===== src/rtl/ltl_report_pkg.sv =====
// ltl_report_pkg
// Shared constants, the default event record and a saturating-increment helper
// for the automaton report collector.
//   NUM_REPORTS_DEF : report wires per automaton cluster
//   OFFSET_W_DEF    : symbol offset width
//   DEPTH_DEF       : event FIFO entries (power of two, >= 2)
//   DROP_W_DEF      : dropped-event counter width (<= 64)
package ltl_report_pkg;

    localparam int NUM_REPORTS_DEF = 4;
    localparam int OFFSET_W_DEF    = 32;
    localparam int DEPTH_DEF       = 8;
    localparam int DROP_W_DEF      = 16;

    // Event record at the default widths. Instances with other widths declare
    // an identically shaped local struct and hand it to the FIFO as a type.
    typedef struct packed {
        logic [OFFSET_W_DEF-1:0]    offset;
        logic [NUM_REPORTS_DEF-1:0] vector;
    } report_event_t;

    // Increment that sticks at max_val; callers zero-extend into 64 bits.
    function automatic logic [63:0] sat_inc(input logic [63:0] val,
                                            input logic [63:0] max_val);
        return (val >= max_val) ? max_val : val + 64'd1;
    endfunction

endpackage


===== src/rtl/ltl_report_fifo.sv =====
// ltl_report_fifo
// First-word-fall-through synchronous FIFO of event records.
//   clk, reset : clock, synchronous active-high reset (empties the FIFO)
//   push       : write wr_data; accepted when not full, or when full and a pop
//                happens in the same cycle
//   pop        : retire the head entry (ignored when empty)
//   wr_data    : entry to write
//   rd_data    : head entry, valid while empty=0
//   full/empty : derived from level
//   level      : current occupancy, 0..DEPTH
module ltl_report_fifo
    import ltl_report_pkg::*;
#(
    parameter int  DEPTH = DEPTH_DEF,
    parameter type T     = report_event_t
) (
    input  logic                   clk,
    input  logic                   reset,
    input  logic                   push,
    input  logic                   pop,
    input  T                       wr_data,
    output T                       rd_data,
    output logic                   full,
    output logic                   empty,
    output logic [$clog2(DEPTH):0] level
);

    localparam int PTR_W = $clog2(DEPTH);
    localparam logic [PTR_W:0] DEPTH_LVL = (PTR_W+1)'(DEPTH);

    T                 mem_q [DEPTH];
    logic [PTR_W-1:0] wr_ptr_q;
    logic [PTR_W-1:0] rd_ptr_q;
    logic [PTR_W:0]   level_q;
    logic             do_push;
    logic             do_pop;

    assign empty   = (level_q == '0);
    assign full    = (level_q == DEPTH_LVL);
    assign level   = level_q;
    assign rd_data = mem_q[rd_ptr_q];

    assign do_pop  = pop && !empty;
    // A pop frees the slot the push needs, so full+pop still accepts.
    assign do_push = push && (!full || do_pop);

    always_ff @(posedge clk) begin
        if (do_push) begin
            mem_q[wr_ptr_q] <= wr_data;
        end
    end

    // Pointers wrap naturally because DEPTH is a power of two.
    always_ff @(posedge clk) begin
        if (reset) begin
            wr_ptr_q <= '0;
            rd_ptr_q <= '0;
            level_q  <= '0;
        end else begin
            if (do_push) wr_ptr_q <= wr_ptr_q + PTR_W'(1);
            if (do_pop)  rd_ptr_q <= rd_ptr_q + PTR_W'(1);
            case ({do_push, do_pop})
                2'b10:   level_q <= level_q + (PTR_W+1)'(1);
                2'b01:   level_q <= level_q - (PTR_W+1)'(1);
                default: level_q <= level_q;
            endcase
        end
    end

endmodule


===== src/rtl/ltl_report_collector.sv =====
// ltl_report_collector
// Turns sampled automaton report wires into (offset, vector) events, buffers
// them in a FWFT FIFO and drains them over valid/ready. Keeps a sticky overflow
// flag and a saturating dropped-event counter.
//   clk, reset   : clock, synchronous active-high reset
//   sample       : report wires reflect a newly consumed symbol this cycle
//   reports      : report wires, bit i = report i
//   clear_stats  : pulse; clears overflow and drop_count
//   out_valid    : head event available
//   out_ready    : consumer accepts the head event
//   out_offset   : symbol offset of the head event
//   out_vector   : report vector of the head event
//   overflow     : sticky, an event was dropped on a full FIFO
//   drop_count   : saturating count of dropped events
//   level        : FIFO occupancy
module ltl_report_collector
    import ltl_report_pkg::*;
#(
    parameter int NUM_REPORTS = NUM_REPORTS_DEF,
    parameter int OFFSET_W    = OFFSET_W_DEF,
    parameter int DEPTH       = DEPTH_DEF,
    parameter int DROP_W      = DROP_W_DEF
) (
    input  logic                   clk,
    input  logic                   reset,
    input  logic                   sample,
    input  logic [NUM_REPORTS-1:0] reports,
    input  logic                   clear_stats,
    output logic                   out_valid,
    input  logic                   out_ready,
    output logic [OFFSET_W-1:0]    out_offset,
    output logic [NUM_REPORTS-1:0] out_vector,
    output logic                   overflow,
    output logic [DROP_W-1:0]      drop_count,
    output logic [$clog2(DEPTH):0] level
);

    typedef struct packed {
        logic [OFFSET_W-1:0]    offset;
        logic [NUM_REPORTS-1:0] vector;
    } event_t;

    localparam logic [DROP_W-1:0] DROP_MAX = '1;

    logic [OFFSET_W-1:0] offset_q, offset_d;
    logic                overflow_q, overflow_d;
    logic [DROP_W-1:0]   drop_q, drop_d;

    logic   push;
    logic   pop;
    logic   drop;
    logic   fifo_full;
    logic   fifo_empty;
    event_t wr_event;
    event_t head_event;

    assign push      = sample && (|reports);
    assign out_valid = !fifo_empty;
    assign pop       = out_valid && out_ready;
    assign drop      = push && fifo_full && !pop;

    // The event carries the offset before this cycle's increment.
    assign wr_event.offset = offset_q;
    assign wr_event.vector = reports;

    ltl_report_fifo #(
        .DEPTH (DEPTH),
        .T     (event_t)
    ) u_fifo (
        .clk     (clk),
        .reset   (reset),
        .push    (push),
        .pop     (pop),
        .wr_data (wr_event),
        .rd_data (head_event),
        .full    (fifo_full),
        .empty   (fifo_empty),
        .level   (level)
    );

    // Gate the head so the outputs read zero rather than stale memory when empty.
    assign out_offset = out_valid ? head_event.offset : '0;
    assign out_vector = out_valid ? head_event.vector : '0;

    assign overflow   = overflow_q;
    assign drop_count = drop_q;

    // Clear is applied before the drop of the same cycle is counted.
    always_comb begin
        offset_d   = offset_q + (sample ? OFFSET_W'(1) : OFFSET_W'(0));
        overflow_d = clear_stats ? 1'b0 : overflow_q;
        drop_d     = clear_stats ? '0 : drop_q;
        if (drop) begin
            overflow_d = 1'b1;
            drop_d     = DROP_W'(sat_inc(64'(drop_d), 64'(DROP_MAX)));
        end
    end

    always_ff @(posedge clk) begin
        if (reset) begin
            offset_q   <= '0;
            overflow_q <= 1'b0;
            drop_q     <= '0;
        end else begin
            offset_q   <= offset_d;
            overflow_q <= overflow_d;
            drop_q     <= drop_d;
        end
    end

endmodule


===== config.mk =====
export PLATFORM = sky130hd
export DESIGN_NAME = ltl_report_collector
export DESIGN_NICKNAME = d
export VERILOG_FILES = /design/src/rtl/ltl_report_pkg.sv /design/src/rtl/ltl_report_fifo.sv /design/src/rtl/ltl_report_collector.sv
export SDC_FILE = /design/constraint.sdc
export NUM_CORES = 1
export LEC_CHECK = 0
export ABC_AREA = 1
export CAP_MARGIN = 10
export CORE_UTILIZATION = 62
export DETAILED_ROUTE_END_ITERATION = 6
export PLACE_DENSITY = 0.84
export SLEW_MARGIN = 20
export SYNTH_ARGS = -nofsm -noshare
export SYNTH_HDL_FRONTEND = slang
export SYNTH_SLANG_ARGS = --single-unit

===== constraint.sdc =====
create_clock -name clk -period 6.6 [get_ports clk]
set_input_delay 0.66 -clock clk [delete_from_list [all_inputs] [get_ports clk]]
set_output_delay 0.66 -clock clk [all_outputs]
set_load 0.02 [all_outputs]

After elaboration in Yosys (flattened, before gate mapping)

Memory sizes are Yosys's and may differ from the RTL's. A register that Yosys moved wholly into a read port is not among the register bits.
Index checks and enable logic that the tools add are counted.

Register bits after elaboration: 59
Input port bits: 9
Bits in writable memories: 288
Memories kept: 1
Output and inout bits: 58
Logic and storage cells: 44

Memory list:

| memory       | words | width | read ports | clocked after Yosys merged registers in | write ports | RTL line              | source |
|---|---|---|---|---|---|---|---|
| u_fifo.mem_q | 8     | 36    | 1          | 1                                       | 1           | ltl_report_fifo.sv:31 | `T mem_q [DEPTH];` |

Equal/unequal tests: 3
Reduce and logical (&&, ||, !) cells: 14
$lt $le $gt $ge: 1
Add/sub/neg operators: 6
Mux-type cells: 13

Operator list:

| cell                                                       | number |
|---|---|
| two-way mux 16 bit                                         | 3 |
| adder 32 x 1 -> 32 bit                                     | 1 |
| two-way mux 32 bit                                         | 1 |
| adder 16 x 1 -> 16 bit (second input constant)             | 1 |
| greater-or-equal comparator 16 bit (second input constant) | 1 |
| one-hot mux 4 bit (2 select lines)                         | 1 |
| adder 3 x 1 -> 3 bit (second input constant)               | 2 |
| logical AND 1 bit                                          | 6 |
| two-way mux 3 bit                                          | 2 |
| two-way mux 1 bit                                          | 5 |
| adder 4 x 1 -> 4 bit (second input constant)               | 1 |
| == test 4 bit (second input constant)                      | 1 |
| zero test 4 bit                                            | 1 |
| two-way mux 4 bit                                          | 1 |
| nonzero test 2 bit                                         | 2 |
| OR reduction 4 bit                                         | 1 |
| subtractor 4 x 1 -> 4 bit (second input constant)          | 1 |
| zero test 1 bit                                            | 3 |
| == test 2 x 1 -> 1 bit (second input constant)             | 1 |
| == test 2 bit (second input constant)                      | 1 |
| logical OR 1 bit                                           | 1 |

Depth between registers and ports, before layout

Depth in word-level cells: 8
Depth in mapped cells: 14
Gate-level depth less buffers: 13

By module

A second synthesis with hierarchy kept.

Cells, all modules: 1,332
Area, all modules: 14,905.5 µm²

By module, submodules not included:

| module               | sequential area each (µm²) | instances | cells an instance | area an instance (µm²) |
|---|---|---|---|---|
| ltl_report_fifo      | 8,908.5                    | 1         | 829               | 11,853.9 |
| ltl_report_collector | 980.9                      | 1         | 503               | 3,051.7 |

Least setup slack after synthesis

No wires, ideal clock.

Path type: input port to flip-flop
Start point: input port reports[1]
End point: memory u_fifo.mem_q[1][0] (netlist bit) (enable)
Data arrival time: 2.873 ns
Required time: 6.171 ns
Setup time: 0.429 ns
Path slack: 3.298 ns
Buffers on the path: 0
Stages: 8
Path through: nor2_1 -> nand2_1 -> nand2_1 -> nor2_2 -> inv_1 -> nor2_1 -> inv_1 -> nor2_1

Word-level cells in the longest chain between the ends: 5

RTL lines:

| what                                    | RTL line                   | source |
|---|---|---|
| from (decl)                             | ltl_report_collector.sv:27 | `input logic [NUM_REPORTS-1:0] reports,` |
| OR reduction 4 bit                      | ltl_report_collector.sv:57 | `assign push = sample && (\|reports);` |
| logical AND 1 bit                       | ltl_report_collector.sv:57 |  |
| logical AND 1 bit                       | ltl_report_fifo.sv:45      | `assign do_push = push && (!full \|\| do_pop);` |
| two-way mux 1 bit                       | ltl_report_fifo.sv:48      | `if (do_push) begin` |
| two-way mux 1 bit (not written as such) | ltl_report_fifo.sv:49      | `mem_q[wr_ptr_q] <= wr_data;` |
| to (decl)                               | ltl_report_fifo.sv:31      |  |

No other way between the ends.

==> results.cfg <==
[status]
status = completed

[power]
ir_worst_vdd_mv = 0.210
seq_power_share = 0.451
switchingPower_mw = 1.60
intPower_mw = 4.02
powerDensity_mw_per_mm2 = 335
fin_total_pwr_mw = 5.62
power_frac_clock = 0.348
power.share.switching = 0.285
power_leakage_nw = 5.70
power_frac_comb = 0.201

[timing]
finalMaxSlewViolations = 0
max_freq_ghz = 0.220
fin_tns_setup_ns = 0
setup_slack_ns = 2.06
finalCritPeriodShare = 0.688
hold_violations = 0
rsz0062_at_grt = no
hold_ws_ns = 0.472
relSlewSlack = 0.412
finalSetupViolCount = 0
skew_ns = 0.0231
tightest_slew_ns = 0.882
fin_crit_ns = 4.54

[drt]
drt_first_pass_iters = 5
drt-total-wl_mm = 33.6
drcViolationCount = 0
via_per_inst = 6.08
via_count = 10653
drt_iter0_drc = 1149
antenna_left = 0
wl_per_cell_um = 19.2

[floorplanning]
io_pins = 67
start_util = 0.639
num_rows = 55
die_h_um = 156
dieArea_mm2 = 0.0243
die_w_um = 156
core-area_mm2 = 0.0229

[final_layout]
fin_nets = 1426
syn2layout_area_growth_pct = 14.4
post-route-cell-area_mm2 = 0.0168
fin_util = 0.732
instances_no_fill = 1752
final_common_cell = nor2_1
fillers = 1524
layout_common_cells = 365 x nor2_1, 288 x edfxtp_1, 144 x nand2_1
n_antenna_cell = 0
drive_above_1_share = 0.0702

[worst_setup_path]
critPathKind = reg -> out
endpoint_kind = output port
cp.required_ns = 5.94
crit_arrival_ns = 3.88
path_max_fanout = 86
rr_worst_depth = 9
worstSetupStartpointType = register

[cts]
ctsHoldBuffers = 0
clock_path_buffers = 3
htreeDepth = 2
post-cts-setup-buffers = 0
numCtsBuffers = 36
cts-root-buf = clkbuf_16
clkTransAtPathRegs_ns = 0.06
cts-resized-gates = 0
insertion_delay_ns = 0.53
cts_sinks = 350
cts_tree = built

[synthesis]
ys_seq_area_frac = 0.675
ys_warn_count = 0
yosys.area.top_type_share = 0.590
syn-instance-count = 1361
synth_area_leaders = edfxtp_1 59%, nor2_1 9.6%, dfxtp_1 8.5%
syn-mean-instance-area_um2 = 10.8
syn-num-nets = 1376
synth.distinct_cells = 34
syn-cell-area_mm2 = 0.0147
yosys.area.top_type = edfxtp_1
synth_seq_cells = 350

[global_route]
grt_pass1_wl_mm = 52.9
grt_max_degree = 87
grt_pass1_vias = 10497
antenna_found_initial = 0
grt_overflow = 0
grt_usage = 0.281

[placement]
gp_congestion = 0.953
io_buffers = 66
hpwl_mm = 18.8
placed_cells = 1686
pre_cts_ws_ns = 2.66
place_area_mm2 = 0.0156

[hold_path]
holdPathStages = 2
hp-class = reg -> reg

[job]
maxCapViolations = 0
==> path summary, 6_finish.rpt <==
path / from / to / slack (ns)
hold reg to reg: u_fifo.rd_ptr_q[2] / register / 0.47
hold / removal: u_fifo.rd_ptr_q[2] / register / 0.47
setup reg to reg: u_fifo.level[2] / u_fifo.mem_q[7][21] / 3.97
setup / recovery: register / out_offset[29] / 2.06
==> sequential cells by signal (all words and copies together), names as in the netlist, named ones only <==
name,flops
drop_count,16
offset_q,32
overflow,1
u_fifo.level,4
u_fifo.mem_q,288
u_fifo.rd_ptr_q,3
u_fifo.wr_ptr_q,3
==> power by group through the flow <==
stage	combinational [mW]	clock, mW	sequential, mW
floorplan	0.748	0	2.52
global placement	1.08	0	2.57
detailed placement	1.11	0	2.58
CTS	1.13	1.97	2.53
global route	1.22	2.05	2.54
finish	1.13	1.96	2.53
==> kinds of logic (layout without fill, tap and decap cells) <==
| logic type | count (synthesis) | in the layout | share of synthesized area |
|---|---|---|---|
| AOI/OAI and AO/OA | 251 | 251 | 0.105 |
| and+or+nand+nor | 611 | 611 | 0.171 |
| adders and majority gates | 6 | 6 | 0.00512 |
| buffers and inverters | 129 | 207 | 0.0355 |
| DFF | 350 | 350 | 0.675 |
| xor gates and xnor gates | 14 | 14 | 0.00837 |
==> Yosys cell counts <==
master,count
nand3_2,3
buf_6,1
nor2_4,3
dfxtp_1,62
nor2_2,7
or2_0,3
nor2_1,373
or2_1,1
or2_2,1
o32ai_1,72
buf_1,5
xnor2_1,5
o31ai_1,1
nand2_2,3
nor3_2,2
nand4_1,13
a31oi_1,2
nor3_1,9
ha_1,6
xor2_1,9
nand3b_1,6
buf_2,17
edfxtp_1,288
nand2_1,144
inv_2,6
nor3b_1,1
a21oi_1,44
o21ai_1,14
clkbuf_1,43
o21ai_0,116
o21bai_1,2
nand3_1,42
buf_4,2
inv_1,55
==> critical path, cell delays in order (launching register included) <==
cell and delay (ns):
dfxtp_4 0.57, inv_4 0.74, buf_4 0.66, nor2_1 0.10, o32ai_1 0.26, o21ai_1 0.13
nor2_1 0.21, clkdlybuf4s50_1 0.63
==> layer usage <==
layer	vias up	global-route usage	share of wire
met5	-	0	0
met4	0	0.115	0.031
met3	98	0.0403	0.077
met2	561	0.486	0.50
met1	5091	0.359	0.39
li1	4903	-	-
==> cell type report <==
class	count	area, um2	area share
well taps	313	392	0.0234
clock buffers	48	997	0.0595
repair buffers	80	798	0.0476
multi-input cells	882	4300	0.257
inverters	61	231	0.0138
flip-flops and latches	350	9900	0.590
clock inverters	18	145	0.00866
Note: power is estimated with default switching activity, not from simulation.
